===== config.mk =====
export PLATFORM = sky130hd
export DESIGN_NAME = alu_mem_master
export DESIGN_NICKNAME = d
export VERILOG_FILES = /design/src/rtl/alu_mem_pkg.sv /design/src/rtl/alu_mem_master.sv
export SDC_FILE = /design/constraint.sdc
export NUM_CORES = 1
export LEC_CHECK = 0
export BUFFER_PORTS_ARGS = -buffer_cell sky130_fd_sc_hd__buf_2
export CAP_MARGIN = 10
export CORE_ASPECT_RATIO = 0.6
export CORE_UTILIZATION = 45
export DETAILED_ROUTE_END_ITERATION = 10
export PLACE_DENSITY = 0.76
export SLEW_MARGIN = 20
export SYNTH_ARGS = -nofsm -noshare
export SYNTH_HDL_FRONTEND = slang
export SYNTH_SLANG_ARGS = --single-unit

===== constraint.sdc =====
create_clock -name clk -period 1.69 [get_ports clk]
set_input_delay 0.338 -clock clk [delete_from_list [all_inputs] [get_ports clk]]
set_output_delay 0.338 -clock clk [all_outputs]
set_load 0.1 [all_outputs]

===== src/rtl/alu_mem_pkg.sv =====
// Shared definitions for the memory-mapped ALU initiator: register map,
// opcode and FSM state encodings, and the divide-by-zero result code.
package alu_mem_pkg;

  // Responder register map
  localparam int unsigned ADDR_A    = 0;
  localparam int unsigned ADDR_B    = 1;
  localparam int unsigned ADDR_OPER = 2;
  localparam int unsigned ADDR_EXEC = 3;

  // Values written to the EXEC register to start / stop an operation
  localparam logic [7:0] EXEC_SET = 8'h01;
  localparam logic [7:0] EXEC_CLR = 8'h00;

  // Result the responder returns for a divide by zero
  localparam logic [15:0] DIVZERO_CODE = 16'hDEAD;

  typedef enum logic [2:0] {
    OP_ZERO = 3'd0,
    OP_ADD  = 3'd1,
    OP_SUB  = 3'd2,
    OP_MUL  = 3'd3,
    OP_DIV  = 3'd4
  } alu_op_e;

  typedef enum logic [2:0] {
    ST_IDLE     = 3'd0,
    ST_WR_A     = 3'd1,
    ST_WR_B     = 3'd2,
    ST_WR_OP    = 3'd3,
    ST_WR_EXEC  = 3'd4,
    ST_WAIT     = 3'd5,
    ST_CLR_EXEC = 3'd6,
    ST_RESP     = 3'd7
  } state_e;

  // Opcodes 5..7 have no meaning on the responder and are rejected locally
  function automatic logic op_is_legal(input logic [2:0] op);
    return (op <= 3'(OP_DIV));
  endfunction

endpackage


===== src/rtl/alu_mem_master.sv =====
// Bus initiator for the memory-mapped ALU responder. Takes one command,
// writes A, B, OPER and EXEC, waits for the registered result, clears EXEC
// and hands the result back on a valid/ready response channel.
// All bus and handshake outputs are registered: the next-state logic
// computes their values for the coming cycle alongside the next state.
module alu_mem_master
  import alu_mem_pkg::*;
#(
  parameter int ADDR_WIDTH = 2,
  parameter int DATA_WIDTH = 8,
  parameter int RES_WIDTH  = 16,
  parameter int RES_WAIT   = 2
) (
  input  logic                  clk,
  input  logic                  rst_n,
  input  logic                  cmd_valid,
  output logic                  cmd_ready,
  input  logic [DATA_WIDTH-1:0] cmd_a,
  input  logic [DATA_WIDTH-1:0] cmd_b,
  input  logic [2:0]            cmd_op,
  output logic                  rsp_valid,
  input  logic                  rsp_ready,
  output logic [RES_WIDTH-1:0]  rsp_result,
  output logic                  rsp_divzero,
  output logic                  rsp_error,
  output logic                  busy,
  output logic                  mem_enable,
  output logic                  mem_rd_wr,
  output logic [ADDR_WIDTH-1:0] mem_addr,
  output logic [DATA_WIDTH-1:0] mem_wr_data,
  input  logic [RES_WIDTH-1:0]  mem_res_out
);

  // Wait counter counts RES_WAIT cycles: loaded with RES_WAIT-1, sampled at 0
  localparam logic [3:0] WAIT_LOAD = 4'(RES_WAIT - 1);

  state_e                state, state_nxt;
  logic [3:0]            wait_cnt, wait_cnt_nxt;
  logic [DATA_WIDTH-1:0] a_q, a_nxt;
  logic [DATA_WIDTH-1:0] b_q, b_nxt;
  logic [2:0]            op_q, op_nxt;
  logic [RES_WIDTH-1:0]  result_nxt;
  logic                  divzero_nxt;
  logic                  error_nxt;
  logic                  bus_en_nxt;
  logic                  bus_rd_wr_nxt;
  logic [ADDR_WIDTH-1:0] bus_addr_nxt;
  logic [DATA_WIDTH-1:0] bus_data_nxt;

  // Next state, captured command/result and next-cycle bus values
  always_comb begin
    state_nxt     = state;
    wait_cnt_nxt  = wait_cnt;
    a_nxt         = a_q;
    b_nxt         = b_q;
    op_nxt        = op_q;
    result_nxt    = rsp_result;
    divzero_nxt   = rsp_divzero;
    error_nxt     = rsp_error;
    bus_en_nxt    = 1'b0;
    bus_rd_wr_nxt = 1'b1;
    bus_addr_nxt  = '0;
    bus_data_nxt  = '0;

    case (state)
      ST_IDLE: begin
        if (cmd_valid) begin
          a_nxt       = cmd_a;
          b_nxt       = cmd_b;
          op_nxt      = cmd_op;
          result_nxt  = '0;
          divzero_nxt = 1'b0;
          error_nxt   = 1'b0;
          if (op_is_legal(cmd_op)) begin
            // Operand A goes out in the cycle right after acceptance
            state_nxt     = ST_WR_A;
            bus_en_nxt    = 1'b1;
            bus_rd_wr_nxt = 1'b0;
            bus_addr_nxt  = ADDR_WIDTH'(ADDR_A);
            bus_data_nxt  = cmd_a;
          end else begin
            // Illegal opcode: answer immediately, never touch the bus
            state_nxt = ST_RESP;
            error_nxt = 1'b1;
          end
        end
      end
      ST_WR_A: begin
        state_nxt     = ST_WR_B;
        bus_en_nxt    = 1'b1;
        bus_rd_wr_nxt = 1'b0;
        bus_addr_nxt  = ADDR_WIDTH'(ADDR_B);
        bus_data_nxt  = b_q;
      end
      ST_WR_B: begin
        state_nxt     = ST_WR_OP;
        bus_en_nxt    = 1'b1;
        bus_rd_wr_nxt = 1'b0;
        bus_addr_nxt  = ADDR_WIDTH'(ADDR_OPER);
        bus_data_nxt  = DATA_WIDTH'(op_q);
      end
      ST_WR_OP: begin
        state_nxt     = ST_WR_EXEC;
        bus_en_nxt    = 1'b1;
        bus_rd_wr_nxt = 1'b0;
        bus_addr_nxt  = ADDR_WIDTH'(ADDR_EXEC);
        bus_data_nxt  = DATA_WIDTH'(EXEC_SET);
      end
      ST_WR_EXEC: begin
        state_nxt    = ST_WAIT;
        wait_cnt_nxt = WAIT_LOAD;
      end
      ST_WAIT: begin
        if (wait_cnt == 4'd0) begin
          // Result has settled on the responder; capture it and clear EXEC
          result_nxt    = mem_res_out;
          divzero_nxt   = (op_q == OP_DIV) && (b_q == '0);
          state_nxt     = ST_CLR_EXEC;
          bus_en_nxt    = 1'b1;
          bus_rd_wr_nxt = 1'b0;
          bus_addr_nxt  = ADDR_WIDTH'(ADDR_EXEC);
          bus_data_nxt  = DATA_WIDTH'(EXEC_CLR);
        end else begin
          wait_cnt_nxt = wait_cnt - 4'd1;
        end
      end
      ST_CLR_EXEC: begin
        state_nxt = ST_RESP;
      end
      ST_RESP: begin
        if (rsp_ready) begin
          state_nxt = ST_IDLE;
        end
      end
      default: begin
        state_nxt = ST_IDLE;
      end
    endcase
  end

  // State, captured data and all registered outputs
  always_ff @(posedge clk or negedge rst_n) begin
    if (!rst_n) begin
      state       <= ST_IDLE;
      wait_cnt    <= 4'd0;
      a_q         <= '0;
      b_q         <= '0;
      op_q        <= 3'd0;
      rsp_result  <= '0;
      rsp_divzero <= 1'b0;
      rsp_error   <= 1'b0;
      cmd_ready   <= 1'b1;
      rsp_valid   <= 1'b0;
      busy        <= 1'b0;
      mem_enable  <= 1'b0;
      mem_rd_wr   <= 1'b1;
      mem_addr    <= '0;
      mem_wr_data <= '0;
    end else begin
      state       <= state_nxt;
      wait_cnt    <= wait_cnt_nxt;
      a_q         <= a_nxt;
      b_q         <= b_nxt;
      op_q        <= op_nxt;
      rsp_result  <= result_nxt;
      rsp_divzero <= divzero_nxt;
      rsp_error   <= error_nxt;
      cmd_ready   <= (state_nxt == ST_IDLE);
      rsp_valid   <= (state_nxt == ST_RESP);
      busy        <= (state_nxt != ST_IDLE);
      mem_enable  <= bus_en_nxt;
      mem_rd_wr   <= bus_rd_wr_nxt;
      mem_addr    <= bus_addr_nxt;
      mem_wr_data <= bus_data_nxt;
    end
  end

endmodule

### After elaboration in Yosys (flattened, before gate mapping)

Index checks and enable logic that the tools add are counted.

| storage, ports and cells | value |
|---|---|
| output and inout bits | 33 |
| logic and storage cells | 66 |
| bits in registers | 51 |

| operators by class | value |
|---|---|
| $add $sub $neg | 1 |
| $lt $le $gt $ge | 1 |
| multiplexer cells | 26 |
| reduce and logical (&&, ||, !) cells | 12 |
| eq/ne operators | 12 |

Operator list:

| cell | count |
|---|---|
| $mux 16 | 2 |
| $pmux 16 s2 | 1 |
| $pmux 8 s4 | 1 |
| $pmux 3 s8 | 1 |
| $eq 3x3->1 const B | 6 |
| $mux 8 | 2 |
| $mux 3 | 4 |
| $logic_not 8->1 | 1 |
| $mux 1 | 8 |
| $pmux 2 s4 | 1 |
| $pmux 4 s2 | 1 |
| $eq 3x2->1 const B | 2 |
| $logic_not 3->1 | 2 |
| $ne 2x2->1 const B | 3 |
| $pmux 1 s3 | 2 |
| $logic_not 4->1 | 1 |
| $mux 4 | 1 |
| $reduce_and 2->1 | 2 |
| $reduce_bool 2->1 | 2 |
| $sub 4x1->4 const B | 1 |
| $eq 3x1->1 const B | 1 |
| $le 3x3->1 const B | 1 |
| $reduce_and 3->1 | 1 |
| $reduce_bool 3->1 | 1 |
| other kinds (4) | 4 |

### Depth between registers and ports, before layout

Gate-level depths: netlist (run 1).

| depth | value |
|---|---|
| depth after elaboration | 5 |
| mapped depth | 7 |
| mapped depth without buffers | 6 |

### Least setup slack after synthesis (run 1)

No wires, ideal clock.

| timing path | value |
|---|---|
| path type | register to register |
| start point | register wait_cnt[0] |
| end point | register rsp_result[10] |
| cell stages (with the launch flop) | 8 |
| slack | 0.084 ns |
| arrival time | 1.478 ns |
| clock period less this slack | 1.606 ns |
| cells stage by stage | dfrtp_1 > inv_1 > ha_1 > nor3b_2 > a21oi_4 > buf_2 > nand2_1 > o21ai_0 |

| between the ends | value |
|---|---|
| longest elaborated chain between the ends | 3 |

Ends and longest elaborated chain:

| item | RTL line | text |
|---|---|---|
| from (decl) | alu_mem_master.sv:38 | `logic [3:0] wait_cnt, wait_cnt_nxt;` |
| from (signal assigned) | alu_mem_master.sv:161 | `wait_cnt <= wait_cnt_nxt;` |
| $logic_not 4->1 | alu_mem_master.sv:114 | `if (wait_cnt == 4'd0) begin` |
| $ne 2x2->1 (no source line) | n/a |  |
| $reduce_and 3->1 (no source line) | n/a |  |
| to (signal assigned) | alu_mem_master.sv:165 | `rsp_result <= result_nxt;` |
| to (decl) | alu_mem_master.sv:23 | `output logic [RES_WIDTH-1:0] rsp_result,` |

No other way between the ends.
A chain may end at the register's enable or synchronous reset.

### Worst setup path after layout (run 1)

| timing path | value |
|---|---|
| start point | register state[1] |
| end point | register busy |

| between the ends | value |
|---|---|
| longest elaborated chain between the ends | 3 |
| elaborated cells on any way between the ends | 13 |
| those cells by class | 7 x eq/ne; 4 x mux; 2 x reduce/logical |

Ends and longest elaborated chain:

| item | RTL line | text |
|---|---|---|
| from (decl) | alu_mem_master.sv:37 | `state_e state, state_nxt;` |
| from (signal assigned) | alu_mem_master.sv:160 | `state <= state_nxt;` |
| $eq 3x3->1, or another cell as far along | alu_mem_master.sv:65 | `case (state)` |
| $pmux 3 s8 (*) | alu_mem_master.sv:65 |  |
| net state_nxt[1] | alu_mem_master.sv:37 |  |
| $reduce_bool 3->1 (*) | alu_mem_master.sv:170 | `busy <= (state_nxt != ST_IDLE);` |
| to (signal assigned) | alu_mem_master.sv:170 |  |
| to (decl) | alu_mem_master.sv:26 | `output logic busy,` |

Mark *: on every way through the listed nets, which the timed path passes. The rest lies on a longest branch.

==> results of run 1 <==
layout make-up:
type / count / area, sq um / area share
Multi-Input combinational cell: 142 / 861 / 0.301
Sequential cell: 51 / 1280 / 0.447
Inverter: 5 / 18.8 / 0.00656
Tap cell: 63 / 78.8 / 0.0275
Timing Repair Buffer: 89 / 509 / 0.178
Clock buffer: 5 / 68.8 / 0.0240
Clock inverter: 3 / 46.3 / 0.0162
worst max-delay path, cell delays in order (launching register included):
cell	delay, ns
dfrtp_1	0.48
and3b_1	0.42
buf_4	0.29
nand2_1	0.10
nand4_1	0.13
nand2b_1	0.13
cell families (layout without fill, tap and decap cells):
logic type               after synthesis  in the layout  synth area share
AO/OA/AOI/OAI                         48             49             0.132
adder cells (fa/ha/maj)                2              2            0.0115
buffers and inverters                 16            102            0.0350
flip-flops                            51             51             0.587
multiplexers                          11             11            0.0568
AND/OR/NAND/NOR                       80             80             0.178
per-stage QoR:
step / setup slack, ns / cell area (sq um) / setup TNS [ns] / hold WS, ns
after floorplan: 0.0835 / 2180 / 0 / 0.0424
after global placement: 0.0346 / 2640 / 0 / 0.262
after detailed placement: -0.0697 / 2640 / -0.625 / 0.267
after CTS: 0.00633 / 2800 / 0 / 0.215
after global routing: -0.0245 / 2860 / -0.0457 / 0.211
final: 0.0827 / 2860 / 0 / 0.224
worst max-delay path by stage:
| stage | start | endpoint | cells past startpoint |
|---|---|---|---|
| 6_report | state[1] | busy | 5 |
| 5_1_grt | wait_cnt[1] | rsp_result[5] | 7 |
| 4_1_cts | wait_cnt[1] | rsp_result[15] | 6 |
| 3_5_place_dp | wait_cnt[1] | rsp_result[2] | 5 |
| 3_3_place_gp | wait_cnt[1] | rsp_result[11] | 5 |
| 2_1_floorplan | wait_cnt[0] | rsp_result[10] | 7 |
timing repair:
action	4_1_cts	5_1_grt
pin swaps	2	3
cloned	1	0
hold buffers	1	0
hold endpoints to repair	11	0
buffers inserted	1	6
endpoints found under the setup margin	16	26
gates resized for setup	2	7
registers in the layout (all words and copies together) (netlist names):
signal       flops
rsp_result      16
b_q              8
mem_wr_data      8
wait_cnt         4
op_q             3
state            3
mem_addr         2
busy             1
cmd_ready        1
mem_enable       1
mem_rd_wr        1
rsp_divzero      1
rsp_error        1
rsp_valid        1
routing by layer:
layer / vias to the layer above / share of wire
met5: - / 0
met4: 0 / 0.011
met1: 888 / 0.48
met2: 67 / 0.45
li1: 885 / -
met3: 7 / 0.066
synthesized netlist by cell type:
master,n,share of area
inv_1,5,0.0086
dfrtp_1,49,0.56
nand2b_1,3,0.0086
clkbuf_1,2,0.0034
o31ai_1,1,0.0034
a22oi_1,1,0.0034
and3_1,2,0.0057
o21ai_0,26,0.060
nor2_1,6,0.010
ha_1,2,0.011
nor4b_1,1,0.0040
clkbuf_2,1,0.0023
nor2b_1,2,0.0057
mux2_2,11,0.057
or2_2,1,0.0029
buf_4,2,0.0069
a32oi_1,1,0.0040
nor3_1,6,0.014
and3b_1,1,0.0040
o211ai_1,1,0.0034
o21ai_1,2,0.0046
nand4b_1,2,0.0080
a21o_1,1,0.0034
a22o_1,5,0.020
nand2_1,49,0.084
nor3b_2,1,0.0057
a2bb2oi_1,1,0.0040
nor4b_4,1,0.011
a21oi_1,8,0.018
buf_2,6,0.014
and2_1,1,0.0029
nor4_1,1,0.0029
a21oi_4,1,0.0075
nand3_1,1,0.0023
dfstp_2,2,0.024
nand4_1,2,0.0057
==> summary.md, run 1 <==
| Metric | Value |
|---|---|
| Yosys warns | 0 |
| # setup viols final | 0 |
| DRC viols | 0 |
| Critical path class | register to register |
| R2r worst-path depth | 5 |
| Hold_sp | cmd_a[0] |
| Die W | 91.8 microns |
| Vias per cell | 5.16 |
| Port Buffers | 71 |
| Most common cell after layout, fill and taps aside | buf_2 |
| Drt wl/cell | 14.9 microns |
| CTS Buf Count | 5 |
| Post-Route WL | 5330 microns |
| Final estimated routing congestion in global placement | 0.835 |
| Die Y | 55.9 microns |
| Finished Layout Cells | 358 |
| Outcome | completed |
| DIE AREA | 5140 sq um |
| Synth cell types | 36 |
| Initial drt markers | 75 |
| Worst reg2reg setup slack | 0.08 ns |
| Share of layout cells above drive strength 1 | 0.403 |
| Worst-path fanout max | 18 |
| Hpwl dp | 3780 microns |
| Layout Nets | 335 |
| Crit path DAT | 1.86 ns |
| Met3 GRT Util | 0.0492 |
| Syn avg cell area | 10.5 sq um |
| Met1 Resource Use GR | 0.327 |
| Tcrit/Tclk final | 0.951 |
| Seq cells post-synth | 51 |
| Inst Count DP | 341 |
| Ant. Diodes | 0 |
| Final min period | 1.61 ns |
| CP required | 1.94 ns |
| Largest net degree at the start of global routing | 25 |
| Gate Count Post-Synth | 208 |
| F_max | 622 MHz |
| Core Rows | 19 |
| CTS tree | done |
| Sequential fraction of the synthesis area | 0.587 |
| # IOs | 72 |
| CTS max path bufs | 2 |
| Clock Root Buffer | clkbuf_8 |
| Hold Path Class | primary input to register |
| RR Endpoint | busy |
| CP endpoint kind | register |
| R2r startpoint | state[1] |
| Final Hold Viols | 0 |
| Startpoint types | register |
| Final Skew | 0.0121 ns |
| Post-Syn Area | 2180 sq um |
| Actual slew at the worst max-slew pin | 0.519 ns |
| Initial antenna violation count | 0 |
| CTS HTree Levels | 2 |
| GR Layer Usage met2 | 0.318 |
| Routed Antenna Nets | 0 |
| Synth Net Count | 249 |
| Clock sinks | 51 |
| Core Area | 4610 sq um |
| Final core occ | 0.620 |
| Vias | 1847 |
| Worst Hold End | mem_wr_data[0] |
| First drt pass iteration count | 4 |
| Commonest cells after routing, fill and taps aside | buf_2, dfrtp_1, nand2_1 |
| Synthesis-to-finish area growth | 31.3% |
| Clk Latency, worst-skew pair | 0.31 ns |
| Relative slew slack | 0.657 |
| Initial Util | 0.473 |
| Via count of the first global-routing pass | 1722 |
| Max_cap viols | 0 |
| Hold path depth | 2 |
| GRT Max-Usage Layer | met1 |
| Grt ovf | 0 |
| GRT Total Usage | 0.219 |
| Fillers | 389 |
| Max-slew violation count | 0 |
| Clk slew on worst S/H paths | 0.10 ns |
| First-pass GRT wire length | 8560 microns |
Power of run 1 is not shown: default switching activity piles up to over one toggle a cycle in this logic, so the estimate is an artifact.
==> run 2, diff against run 1 <==
GPL_TIMING_DRIVEN = 0   (was default)
==> summary.md, run 2 (same netlist as run 1, synthesis figures left out) <==
| Metric | Value |
|---|---|
| Port Buffers | 71 (unchanged) |
| Worst Setup SP | wait_cnt[1] |
| Post-layout instance area | 2810 sq um (-2.0%) |
| Clk Latency, worst-skew pair | 0.31 ns (about the same) |
| F_max | 614 MHz (-1.3%) |
| CTS max path bufs | 2 (unchanged) |
| Post-Route WL | 5020 microns (-5.7%) |
| Placed Instance Area | 2610 sq um (-1.1%) |
| Startpoint types | register |
| Die W | 91.8 microns (unchanged) |
| Core Area | 4610 sq um (unchanged) |
| Top reg by flops | rsp_result |
| Drt wl/cell | 14.1 microns (-5.2%) |
| # setup viols final | 0 (unchanged) |
| CTS Hold Bufs | 0 (-1) |
| GRT Total Usage | 0.210 (-0.00924) |
| Max_cap viols | 0 (unchanged) |
| R2r worst-path depth | 8 (+3) |
| Largest regs | rsp_result: 16 flops, b_q: 8 flops, mem_wr_data: 8 flops |
| Core Rows | 19 (unchanged) |
| Worst reg2reg setup slack | 0.06 ns (-0.02 ns) |
| Routed Antenna Nets | 0 (unchanged) |
| Outcome | completed |
| Largest net degree at the start of global routing | 52 (+110%) |
| Initial antenna violation count | 0 (unchanged) |
| Crit path DAT | 1.86 ns (about the same) |
| Initial Util | 0.473 (unchanged) |
| Hold Path Class | primary input to asynchronous set/reset pin |
| Fillers | 421 (+8.2%) |
| Worst-path fanout max | 10 (-8) |
| Clock sinks | 51 (unchanged) |
| Routed wl met3 | 317 microns (-9.2%) |
| Layout Nets | 333 (-0.60%) |
| Vias per cell | 5.05 (-2.1%) |
| Clock Root Buffer | clkbuf_8 |
| Relative slew slack | 0.588 (-0.0680) |
| Final Hold Viols | 0 (unchanged) |
| Clk slew on worst S/H paths | 0.10 ns (about the same) |
| Tcrit/Tclk final | 0.964 (+0.0129) |
| Commonest cells after routing, fill and taps aside | buf_2, nand2_1, dfrtp_1 |
| Largest register FFs | 16 (unchanged) |
| Grt ovf | 0 (unchanged) |
| CTS tree | done |
| CP required | 1.92 ns (-0.02 ns) |
| Most common cell after layout, fill and taps aside | buf_2 |
| Final Skew | 0.00832 ns (-0.00378 ns) |
| DRC viols | 0 (unchanged) |
| # IOs | 72 (unchanged) |
| Met2 WL | 2090 microns (-12%) |
| Synthesis-to-finish area growth | 28.7% |
| Initial drt markers | 110 (+47%) |
| Die Y | 55.9 microns (unchanged) |
| Actual slew at the worst max-slew pin | 0.617 ns (+0.0985 ns) |
| R2r startpoint | wait_cnt[1] |
| CP endpoint kind | register |
| Ant. Diodes | 0 (unchanged) |
| Critical path class | register to register |
| First-pass GRT wire length | 8240 microns (-3.8%) |
| First drt pass iteration count | 4 (unchanged) |
| Post-Route M1 WL | 2580 microns (+1.4%) |
| Max-slew violation count | 0 (unchanged) |
| DIE AREA | 5140 sq um (unchanged) |
| Vias | 1799 (-2.6%) |
| Highest metal used | met4 |
| RR Endpoint | rsp_result[5] |
| CTS Buf Count | 5 (unchanged) |
| Final min period | 1.63 ns (+0.0219 ns) |
| Via count of the first global-routing pass | 1685 (-2.1%) |
| CTS HTree Levels | 2 (unchanged) |
| Share of layout cells above drive strength 1 | 0.386 (-0.0177) |
| Hpwl dp | 3570 microns (-5.4%) |
| Final estimated routing congestion in global placement | 0.813 (-2.7%) |
[run 2: cell types whose count changed in the layout (fill, tap and decap cells not counted), sizes merged]
| cell | previous run | this run |
|---|---|---|
| buf | 88 | 86 |
| dlygate4sd3 | 1 | 0 |
| a21oi | 10 | 9 |
| clkbuf | 5 | 7 |
[run 2: critical path, stage by stage, from the launching register on]
cell	delay, ns
dfrtp_1	0.41
inv_2	0.05
ha_1	0.18
nor3b_4	0.14
buf_4	0.16
a21oi_4	0.25
buf_6	0.18
nand2_1	0.08
o21ai_1	0.10
[run 2: layout make-up]
cell class	instances	area (sq um)	share of cell area
sequential	51	1280	0.456
multi-input combinational	141	831	0.296
timing repair buffer	77	407	0.145
tap	63	78.8	0.0281
buffer	11	76.3	0.0272
clock buffer	5	68.8	0.0245
clock inverter	3	46.3	0.0165
inverter	5	18.8	0.00669
[run 2: per-layer routing]
metal | up-vias | track usage
met1 | 852 | 0.324
met4 | 0 | 0.0625
met3 | 5 | 0.0519
met2 | 60 | 0.290
met5 | - | 0
li1 | 882 | -
[run 2: worst max-delay path by stage]
stage / end / slack [ns] / cells past startpoint
after floorplan: rsp_result[10] / 0.08 / 7
after global placement: rsp_result[4] / -0.16 / 7
after detailed placement: rsp_result[9] / -0.20 / 6
after CTS: rsp_result[9] / 0.04 / 6
after global routing: rsp_result[5] / -0.03 / 8
final: rsp_result[5] / 0.06 / 8
[run 2: timing repair]
item                       4_1_cts  5_1_grt
resized for setup                1       15
setup endpoints to repair       33       23
buffers inserted                 3        3
pin swaps                        1        2
[run 2: per-stage QoR]
step	hold WS, ns	setup slack [ns]	cells	TNS [ns]	util
finish	0.0429	0.0609	356	0	0.608
global route	0.0883	-0.0348	356	-0.0356	0.608
CTS	0.224	0.0390	353	0	0.598
detailed placement	0.469	-0.203	342	-3.38	0.567
global placement	0.459	-0.156	342	-2.85	0.567
floorplan	0.0424	0.0835	208	0	-
Power of run 2 is left out for the same reason.
